`src/rtl/csa_accum_seq.sv`:
```
// Batch accumulator: operands are summed in carry-save form (S, C) so the
// per-operand path has no carry-propagate adder; the single full add happens
// once per batch in the RESOLVE state before the result is offered.
module csa_accum_seq #(
    parameter int unsigned WIDTH = 8,
    parameter int unsigned ACC_W = 16,
    parameter int unsigned CNT_W = 8
) (
    input  logic             clk,
    input  logic             rst,
    input  logic             in_valid,
    input  logic [WIDTH-1:0] in_data,
    input  logic             in_last,
    output logic             in_ready,
    output logic             out_valid,
    input  logic             out_ready,
    output logic [ACC_W-1:0] out_sum,
    output logic [CNT_W-1:0] out_count,
    output logic             out_cnt_sat
);

    typedef enum logic [1:0] {StIdle, StAccum, StResolve, StDone} state_e;

    state_e             state_q, state_d;
    logic [ACC_W-1:0]   s_q, s_d;
    logic [ACC_W-1:0]   c_q, c_d;
    logic [CNT_W-1:0]   cnt_q, cnt_d;
    logic               sat_q, sat_d;
    logic [ACC_W-1:0]   sum_q, sum_d;
    logic [CNT_W-1:0]   ocnt_q, ocnt_d;
    logic               osat_q, osat_d;

    logic               in_hs;
    logic               out_hs;
    logic [ACC_W-1:0]   operand;
    logic [ACC_W-1:0]   csa_sum;
    logic [ACC_W-1:0]   csa_maj;
    logic [ACC_W-1:0]   csa_carry;
    logic               cnt_max;

    // Handshake flags depend only on state, so no combinational path from inputs to in_ready.
    assign in_ready  = (state_q == StIdle) || (state_q == StAccum);
    assign out_valid = (state_q == StDone);
    assign in_hs     = in_valid & in_ready;
    assign out_hs    = out_valid & out_ready;

    assign out_sum     = sum_q;
    assign out_count   = ocnt_q;
    assign out_cnt_sat = osat_q;

    // 3:2 compressor folding the new operand into the carry-save pair.
    always_comb begin
        operand   = ACC_W'(in_data);
        csa_sum   = s_q ^ c_q ^ operand;
        csa_maj   = (s_q & c_q) | (s_q & operand) | (c_q & operand);
        csa_carry = csa_maj << 1;
        cnt_max   = &cnt_q;
    end

    // Next-state logic: accept operands, resolve once, hold result until taken.
    always_comb begin
        state_d = state_q;
        s_d     = s_q;
        c_d     = c_q;
        cnt_d   = cnt_q;
        sat_d   = sat_q;
        sum_d   = sum_q;
        ocnt_d  = ocnt_q;
        osat_d  = osat_q;

        unique case (state_q)
            StIdle: begin
                if (in_hs) begin
                    s_d     = operand;
                    c_d     = '0;
                    cnt_d   = CNT_W'(1);
                    sat_d   = 1'b0;
                    state_d = in_last ? StResolve : StAccum;
                end
            end
            StAccum: begin
                if (in_hs) begin
                    s_d = csa_sum;
                    c_d = csa_carry;
                    // Count clamps at all-ones; the sticky flag marks the batch as overrun.
                    if (cnt_max) begin
                        sat_d = 1'b1;
                    end else begin
                        cnt_d = cnt_q + CNT_W'(1);
                    end
                    if (in_last) begin
                        state_d = StResolve;
                    end
                end
            end
            StResolve: begin
                sum_d   = s_q + c_q;
                ocnt_d  = cnt_q;
                osat_d  = sat_q;
                state_d = StDone;
            end
            StDone: begin
                if (out_hs) begin
                    state_d = StIdle;
                end
            end
            default: begin
                state_d = StIdle;
            end
        endcase
    end

    // State register with synchronous reset taking priority over any handshake.
    always_ff @(posedge clk) begin
        if (rst) begin
            state_q <= StIdle;
            s_q     <= '0;
            c_q     <= '0;
            cnt_q   <= '0;
            sat_q   <= 1'b0;
            sum_q   <= '0;
            ocnt_q  <= '0;
            osat_q  <= 1'b0;
        end else begin
            state_q <= state_d;
            s_q     <= s_d;
            c_q     <= c_d;
            cnt_q   <= cnt_d;
            sat_q   <= sat_d;
            sum_q   <= sum_d;
            ocnt_q  <= ocnt_d;
            osat_q  <= osat_d;
        end
    end

endmodule

```
`config.mk`:
```
export PLATFORM = sky130hd
export DESIGN_NAME = csa_accum_seq
export DESIGN_NICKNAME = d
export VERILOG_FILES = /design/src/rtl/csa_accum_seq.sv
export SDC_FILE = /design/constraint.sdc
export NUM_CORES = 1
export LEC_CHECK = 0
export CAP_MARGIN = 25
export CORE_ASPECT_RATIO = 1.1
export CORE_MARGIN = 5
export CORE_UTILIZATION = 59
export CTS_BUF_LIST = sky130_fd_sc_hd__clkbuf_2 sky130_fd_sc_hd__clkbuf_4 sky130_fd_sc_hd__clkbuf_8
export CTS_CLUSTER_SIZE = 10
export DETAILED_ROUTE_END_ITERATION = 10
export PLACE_DENSITY = 0.9
export SLEW_MARGIN = 20
export SYNTH_ARGS = -nofsm -noshare
export SYNTH_HDL_FRONTEND = slang
export SYNTH_SLANG_ARGS = --single-unit
```
`constraint.sdc`:
```
create_clock -name clk -period 2.9 [get_ports clk]
set_input_delay 0.58 -clock clk [delete_from_list [all_inputs] [get_ports clk]]
set_output_delay 0.58 -clock clk [all_outputs]
set_load 0.02 [all_outputs]
```
# Word level (Yosys, flattened, before mapping)
# Cells that the tools add are included.
dict set report classes {
  n_addsub 2
  div 0
  order_cmp 0
  n_shift 0
  bitwise 9
  eq_ne 9
  n_mux 20
  n_reduce_logical 8
  n_mul 0
}
# op n
set op_table {}
lappend op_table {{$mux W16} 4}
lappend op_table {{$pmux W16 S2} 2}
lappend op_table {{$and A15 B8 Y15} 2}
lappend op_table {{$or A15 B15 Y15} 2}
lappend op_table {{$mux W8} 3}
lappend op_table {{$add A16 B16 Y16} 1}
lappend op_table {{$pmux W8 S2} 1}
lappend op_table {{$xor A16 B16 Y16} 1}
lappend op_table {{$xor A16 B8 Y16} 1}
lappend op_table {{$and A15 B15 Y15} 1}
lappend op_table {{$reduce_and A4 Y1} 3}
lappend op_table {{$mux W2} 5}
lappend op_table {{$ne A2 B2 Y1 const B} 5}
lappend op_table {{$add A8 B1 Y8 const B} 1}
lappend op_table {{$pmux W2 S4} 1}
lappend op_table {{$reduce_and A8 Y1} 1}
lappend op_table {{$eq A2 B2 Y1 const B} 2}
lappend op_table {{$mux W1} 3}
lappend op_table {{$reduce_and A3 Y1} 1}
lappend op_table {{$and A1 B1 Y1} 2}
lappend op_table {{$eq A2 B1 Y1 const B} 1}
lappend op_table {{$logic_not A2 Y1} 1}
lappend op_table {{$ne A2 B1 Y1 const B} 1}
lappend op_table {{$pmux W1 S2} 1}
lappend op_table {{2 further kinds} 2}
dict set report word_totals {
  latchBits 0
  n_memories 0
  rom_bits 0
  elab_cells 56
  output_inout_bits 27
  register_bits 68
  mem_bits_rw 0
}

# Logic depth before layout (Yosys ltp)
# Gate-level depths: netlist of the first run.
dict set report logic_depth {
  word_depth 5
  mapped_depth 8
  mapped_depth_nobuf 7
}

# Least setup slack after synthesis of the first run
# No wires, ideal clock.
dict set report synth_path {
  path_type {register to register}
  from {reg s_q[1]}
  to {reg sum_q[11], in the netlist out_sum[11]}
  path_buffers 0
  period_less_slack_ns 2.130
  setup_ns 0.122
  stages_incl_launch_ff 8
  slack_ns 0.770
  t_arrival_ns 2.008
  required_ns 2.778
  cell_sequence {dfxtp_1 -> ha_1 -> fa_1 -> a211oi_2 -> o21ai_2 -> and3b_1 -> o2111a_1 -> a311o_1}
}
dict set report synth_between {
  elab_chain_cells 1
}
# element line
set synth_lines {}
lappend synth_lines {{from (decl)} 25} ;# logic [ACC_W-1:0] s_q, s_d;
lappend synth_lines {{from (signal assigned)} 117} ;# s_q <= '0;
lappend synth_lines {{from (signal assigned)} 126} ;# s_q <= s_d;
lappend synth_lines {{$add A16 B16 Y16} 97} ;# sum_d = s_q + c_q;
lappend synth_lines {{to (signal assigned)} 130} ;# sum_q <= sum_d;
lappend synth_lines {{to (decl)} 29} ;# logic [ACC_W-1:0] sum_q, sum_d;
# No other way between the ends.
# A chain may end at the register's enable or synchronous reset.

# Final worst setup path of the first run
dict set report layout_path {
  from {reg state_q[0]}
  to {out in_ready}
}
dict set report layout_between {
  elab_chain_cells 2
  elab_cells_between_ends 3
  classes_between {eq/ne: 1; reduce/logical: 2}
}
# element line
set layout_lines {}
lappend layout_lines {{from (decl)} 24} ;# state_e state_q, state_d;
lappend layout_lines {{from (signal assigned)} 116} ;# state_q <= StIdle;
lappend layout_lines {{from (signal assigned)} 125} ;# state_q <= state_d;
lappend layout_lines {{$eq A2 B1 Y1 / $logic_not A2 Y1 (equally long branches)} 42} ;# assign in_ready = (state_q == StIdle) || (state_q == StAccum);
lappend layout_lines {{$logic_or A1 B1 Y1 (*)} 42}
lappend layout_lines {{to (decl)} 14} ;# output logic in_ready,
# Mark *: on every way between the ends. The rest lies on a longest branch, timed or not.

==> key figures, run 1 <==
Global routing
  • Global-route total usage across every layer: 22.8%
  • Wire length of the first global-routing pass: 14600 um
  • Number of antenna violations at the first check in global routing: 0
  • Pin count of the biggest net entering global routing: 45
  • Total overflow reported by the global router: 0
  • Via count of the first global-routing pass: 3101

Cells and area
  • Number of nets in the layout: 510
  • Area taken by flip-flops and latches: 0.00134 sq mm
  • Fill cell instance count of the final layout: 468
  • Share of final-layout standard cells stronger than drive strength 1: 8.44%
  • Layout Area Growth over Synthesis: 17.3%
  • Layout Utilization: 70.2%
  • Footprint of the multi-input gates: 0.00209 sq mm
  • Antenna Diode Count: 0
  • Cell area after layout: 0.00429 sq mm

Yosys
  • Share of Yosys cell area claimed by the top area cell type: 36.6%
  • Number of enable flip-flop cells after synthesis: 0
  • Part of the Yosys area used for sequential elements: 36.6%
  • #FFs+latches synth: 67
  • Mapped cell area: 0.00366 sq mm
  • Count leader, synth: sky130_fd_sc_hd__dfxtp_1
  • Net count after synthesis: 479
  • Share of synthesized flip-flops with an asynchronous set or reset: 0%
  • Top cells by count, synth: sky130_fd_sc_hd__dfxtp_1, sky130_fd_sc_hd__nand2_1, sky130_fd_sc_hd__a21oi_1
  • Count of unique library cells instantiated by Yosys: 60
  • Largest cells by area after synthesis: sky130_fd_sc_hd__dfxtp_1, sky130_fd_sc_hd__ha_1, sky130_fd_sc_hd__a21oi_1
  • Mean cell area of the mapped netlist: 8.36 sq um
  • Gate count after technology mapping: 438
  • Cell taking the most area after synthesis: sky130_fd_sc_hd__dfxtp_1
  • Number of warnings printed during yosys synthesis: 0
  • Prevailing post-synth register cell: sky130_fd_sc_hd__dfxtp_1

Worst setup path
  • Type of origin of the critical path: flop
  • Buffer and inverter count on the worst path: 2
  • Highest-delay cell along the critical path: sky130_fd_sc_hd__clkdlybuf4s50_1
  • Length in cells of the worst reg-to-reg path: 7
  • Reg-to-Reg End: out_sum[11]
  • Cell-by-cell trace of the critical path: inv_1, ha_1, or2_2, clkdlybuf4s50_1
  • Gate family responsible for the most delay along the worst path: buffers and inverters
  • Worst endpoint required time: 2.32 ns
  • Critical path peak fanout: 8
  • Reg-to-reg setup timing slack: 0.62 ns
  • Crit Path Class: reg2out
  • Nature of the critical path endpoint: output port
  • Source of the worst register-to-register timing path: s_q[1]
  • Arrival time reported for the critical path endpoint: 1.97 ns
  • Highest cell delay on the worst timing path: 0.54 ns

STA
  • Fraction of the cycle the final worst path needs: 87.9%
  • Final hold violation count: 0
  • Crit path setup slack, layout: 0.350 ns
  • Achievable clock frequency: 392 MHz
  • Headroom to the max-slew limit: 62.7%
  • Final-report max-slew violation count: 0
  • Minimum clock period: 2.55 ns
  • Transition time of the tightest slew-check pin: 0.556 ns
  • Setup repair after global routing missed its margin: no
  • Accumulated negative setup slack: 0 ns
  • Clock skew after layout: 0.0123 ns
  • Final setup vio count: 0

Floorplan
  • Vertical die dimension: 92.6 um
  • # rows: 30
  • Die area: 0.00788 sq mm
  • Placeable Area: 0.00612 sq mm
  • I/O pin count: 40
  • Effective utilization at floorplan: 59.8%
  • Die X: 85.1 um

Pwr
  • Leakage power of the design: 1.61 nW
  • Final Power: 2.81 mW
  • Power density over cell area: 654 mW/mm^2
  • Maximum VDD drop: 604 uV

Place
  • Quantity of I/O buffers inserted on ports: 39
  • Placed wire-length estimate: 5930 um
  • Placement-stage cell area: 0.00409 sq mm
  • RD Place Congestion: 0.938
  • Worst setup slack after placement: 0.663 ns

Hold path
  • Worst hold path depth: 2
  • Hold wc startpoint: s_q[9]
  • Endpoint with the worst hold slack: s_q[9]
  • Worst hold path class: reg2reg

Detailed routing
  • First-iteration detailed-routing DRC count: 213
  • Number of nets with antenna violations after routing: 0
  • Remaining DRCs: 0
  • Final wirelength: 8620 um
  • Number of vias after detailed routing: 3284
  • Ratio of routed vias to standard cells: 5.93
  • Count of TritonRoute iterations in the first routing pass: 5
  • Routed len/inst: 15.6 um

Job
  • Max-capacitance violation count: 0

Clock tree
  • Clock tree from TritonCTS: yes
  • Later-pin clock latency in the skew report: 0.36 ns
  • Cell at the root of the clock tree: sky130_fd_sc_hd__clkbuf_8
  • PostCTS Resize Cnt: 0
  • TritonCTS buffer count: 9
  • Deepest level of the CTS H-tree: 3
  • Bufs on Longest Clock Path: 2
  • Number of hold buffers added after cts: 0
  • CTS clock-pin slew for the worst setup and hold paths: 0.08 ns
  • Clock tree sinks: 67
  • Post-CTS Setup Bufs: 0

Outcome
  • Result of the run: completed
-- worst max-delay path by stage --
| stage | start | end | slack [ns] | cells after the start |
|---|---|---|---|---|
| floorplan | s_q[1] | out_sum[11] | 0.77 | 7 |
| global placement | s_q[1] | out_sum[11] | 0.72 | 7 |
| detailed placement | s_q[1] | out_sum[11] | 0.66 | 7 |
| CTS | state_q[0] | in_ready | 0.35 | 4 |
| global route | state_q[0] | in_ready | 0.27 | 4 |
| finish | state_q[0] | in_ready | 0.35 | 4 |
-- cell type report --
| class | count | area share [%] |
|---|---|---|
| multi-input combinational | 313 | 48.7 |
| sequential | 67 | 31.2 |
| timing repair buffer | 46 | 10.2 |
| clock buffer | 11 | 3.24 |
| inverter | 32 | 2.80 |
| tap | 80 | 2.33 |
| clock inverter | 5 | 1.49 |
-- metrics by stage --
step | hold slack, ns | instances
after global routing | 0.478 | 554
after detailed placement | 0.451 | 538
final | 0.463 | 554
after CTS | 0.463 | 554
after global placement | 0.443 | 538
after floorplan | 0.436 | 438
-- per-layer routing --
layer / routed length, um / vias up / GRT usage (%)
met3: 551 / 17 / 4.36
met2: 4170 / 113 / 37.1
met4: 165 / 0 / 8.71
met5: 0 / - / 0
li1: - / 1605 / -
met1: 3730 / 1549 / 29.6
-- flip-flops by register name (all words and copies together), names as in the netlist --
signal / cells
c_q: 15
cnt_q: 8
out_cnt_sat: 1
out_count: 8
out_sum: 16
s_q: 16
sat_q: 1
state_q: 2
-- power by group --
part,switching (mW),internal [mW]
Clock,0.383,0.421
Combinational,0.587,0.351
Sequential,0.0678,1.00
-- logic make-up after synthesis --
logic type                 share of synthesized area [%]
muxes                                               5.19
AOI/OAI and AO/OA                                   20.5
xor gates and xnor gates                           0.957
adders and majority gates                           11.2
DFF                                                 36.6
and+or+nand+nor                                     19.3
buffers and inverters                               6.25
-- tightest hold or removal path: cells and delay by family, from the launching register on --
kind / cells / cell delay [ns]
compound gates: 1 / 0.05
simple gates: 1 / 0.05
flops: 1 / 0.31
-- cells in the final DEF (no fill, tap or decap), types with 3 or more instances in the layout --
master / instances
sky130_fd_sc_hd__mux2i_1: 19
sky130_fd_sc_hd__o211ai_1: 6
sky130_fd_sc_hd__clkbuf_8: 9
sky130_fd_sc_hd__ha_1: 20
sky130_fd_sc_hd__xnor2_1: 3
sky130_fd_sc_hd__o21ai_0: 11
sky130_fd_sc_hd__inv_1: 32
sky130_fd_sc_hd__nor2b_1: 3
sky130_fd_sc_hd__a211oi_1: 12
sky130_fd_sc_hd__dfxtp_1: 67
sky130_fd_sc_hd__buf_4: 7
sky130_fd_sc_hd__fa_1: 8
sky130_fd_sc_hd__nand2_1: 58
sky130_fd_sc_hd__a21oi_1: 48
sky130_fd_sc_hd__clkinv_4: 3
sky130_fd_sc_hd__nand3b_1: 7
sky130_fd_sc_hd__nand3_1: 25
sky130_fd_sc_hd__clkdlybuf4s50_1: 38
sky130_fd_sc_hd__a21o_2: 4
sky130_fd_sc_hd__nor2_1: 31
sky130_fd_sc_hd__a21o_1: 3
(Power assumes the default switching activity.)
==> inputs of run 2 (changes only) <==
- GPL_ROUTABILITY_DRIVEN: default -> 0
==> key figures, run 2 (synthesis results as in run 1) <==
Outcome
  • Result of the run: completed

STA
  • Achievable clock frequency: 391 MHz
  • Clock skew after layout: 0.00962 ns
  • Hold Slack: 0.460 ns
  • Minimum clock period: 2.56 ns
  • Headroom to the max-slew limit: 62.3%
  • Fraction of the cycle the final worst path needs: 88.2%
  • Final hold violation count: 0
  • Final setup vio count: 0
  • Crit path setup slack, layout: 0.342 ns
  • Transition time of the tightest slew-check pin: 0.560 ns
  • Setup repair after global routing missed its margin: no
  • Final-report max-slew violation count: 0
  • Accumulated negative setup slack: 0 ns

Worst setup path
  • Crit Path Class: reg2out
  • Buffer and inverter count on the worst path: 2
  • Reg-to-reg setup timing slack: 0.62 ns
  • Cell-by-cell trace of the critical path: inv_1, ha_1, or2_2, clkdlybuf4s50_1
  • Worst endpoint required time: 2.32 ns
  • Nature of the critical path endpoint: output port
  • Critical path peak fanout: 8
  • Gate family responsible for the most delay along the worst path: buffers and inverters
  • Highest-delay cell along the critical path: sky130_fd_sc_hd__clkdlybuf4s50_1
  • Type of origin of the critical path: flop
  • Highest cell delay on the worst timing path: 0.54 ns
  • Arrival time reported for the critical path endpoint: 1.98 ns

Floorplan
  • Vertical die dimension: 92.6 um
  • I/O pin count: 40
  • Effective utilization at floorplan: 59.8%
  • Die area: 0.00788 sq mm
  • Placeable Area: 0.00612 sq mm
  • Die X: 85.1 um
  • # rows: 30

Detailed routing
  • Ratio of routed vias to standard cells: 5.97
  • DR top layer: met4
  • Remaining DRCs: 0
  • Routed len/inst: 16.0 um
  • Routed wire length on met3: 486 um
  • Number of vias after detailed routing: 3314
  • Count of TritonRoute iterations in the first routing pass: 6
  • Met2 routed wirelength: 4380 um
  • First-iteration detailed-routing DRC count: 276
  • Metal-1 WL: 3810 um
  • Final wirelength: 8850 um
  • Number of nets with antenna violations after routing: 0

Cells and area
  • Layout Area Growth over Synthesis: 17.5%
  • Fill cell instance count of the final layout: 458
  • Number of nets in the layout: 511
  • Cell area after layout: 0.00430 sq mm
  • Most used cells in the layout excluding fill and tap cells: sky130_fd_sc_hd__dfxtp_1, sky130_fd_sc_hd__nand2_1, sky130_fd_sc_hd__a21oi_1
  • Antenna Diode Count: 0
  • Layout Utilization: 70.3%
  • Most common library cell in the layout ignoring fill and taps: sky130_fd_sc_hd__dfxtp_1
  • Share of final-layout standard cells stronger than drive strength 1: 8.63%

Global routing
  • Via count of the first global-routing pass: 3219
  • Total overflow reported by the global router: 0
  • Pin count of the biggest net entering global routing: 45
  • Number of antenna violations at the first check in global routing: 0
  • Wire length of the first global-routing pass: 14800 um
  • Global-route total usage across every layer: 23.0%

Place
  • Placed wire-length estimate: 5910 um
  • Quantity of I/O buffers inserted on ports: 39
  • Placement-stage cell area: 0.00410 sq mm
  • Worst setup slack after placement: 0.607 ns

Clock tree
  • Clock tree from TritonCTS: yes
  • Bufs on Longest Clock Path: 2
  • Later-pin clock latency in the skew report: 0.36 ns
  • Number of hold buffers added after cts: 0
  • Post-CTS Setup Bufs: 0
  • CTS clock-pin slew for the worst setup and hold paths: 0.09 ns
  • Cell at the root of the clock tree: sky130_fd_sc_hd__clkbuf_8
  • Clock tree sinks: 67
  • Deepest level of the CTS H-tree: 3
  • PostCTS Resize Cnt: 0
  • TritonCTS buffer count: 9

Pwr
  • Maximum VDD drop: 427 uV
  • Power density over cell area: 664 mW/mm^2
  • Leakage power of the design: 1.62 nW

Job
  • Max-capacitance violation count: 0

Hold path
  • Worst hold path class: reg2reg
-- run 2: cell count changes in the layout (fill, tap and decap cells not counted), sizes merged --
cell    delta
buf        +1
clkbuf     -2
clkinv     -2
inv        +4
-- run 2: per-stage QoR --
stage	instances	power, mW
floorplan	438	1.74
global placement	539	1.99
detailed placement	539	2.03
CTS	555	2.86
global route	555	3.01
finish	555	2.86
-- run 2: worst paths after layout --
check,startpoint,to,cells after the start
setup / recovery,state_q[0],in_ready,4
hold / removal,c_q[12],c_q[12],2
setup reg to reg,s_q[1],out_sum[11],7
hold reg to reg,c_q[12],c_q[12],2
-- run 2: metal layers --
metal | vias to the layer above | track usage (%)
li1 | 1608 | -
met1 | 1568 | 28.5
met2 | 121 | 38.9
met3 | 17 | 4.36
met4 | 0 | 9.63
met5 | - | 0
-- run 2: worst register-to-register path, stage by stage (launching register included) --
cell                       delay, ns
sky130_fd_sc_hd__dfxtp_1        0.33
sky130_fd_sc_hd__ha_1           0.23
sky130_fd_sc_hd__fa_1           0.45
sky130_fd_sc_hd__a211oi_2       0.29
sky130_fd_sc_hd__o21ai_2        0.13
sky130_fd_sc_hd__and3b_1        0.21
sky130_fd_sc_hd__o2111a_1       0.23
sky130_fd_sc_hd__a311o_1        0.31
-- run 2: layout make-up --
type | count | area (sq um) | area share [%]
inverter | 32 | 120 | 2.79
timing repair buffer | 47 | 445 | 10.4
clock inverter | 7 | 81.3 | 1.89
clock buffer | 9 | 124 | 2.88
multi-input combinational | 313 | 2090 | 48.6
tap | 80 | 100 | 2.33
sequential | 67 | 1340 | 31.2
-- run 2: report_power, final --
group	total (mW)	internal (mW)	switching, mW
clock network	0.823	0.410	0.413
logic	0.956	0.355	0.600
registers	1.08	1.00	0.0767
==> inputs of run 3 (changes only) <==
- CAP_MARGIN: 25 -> 5
==> results of run 3 <==
Same layout as run 2: the final DEF is identical, and so are final timing and power.
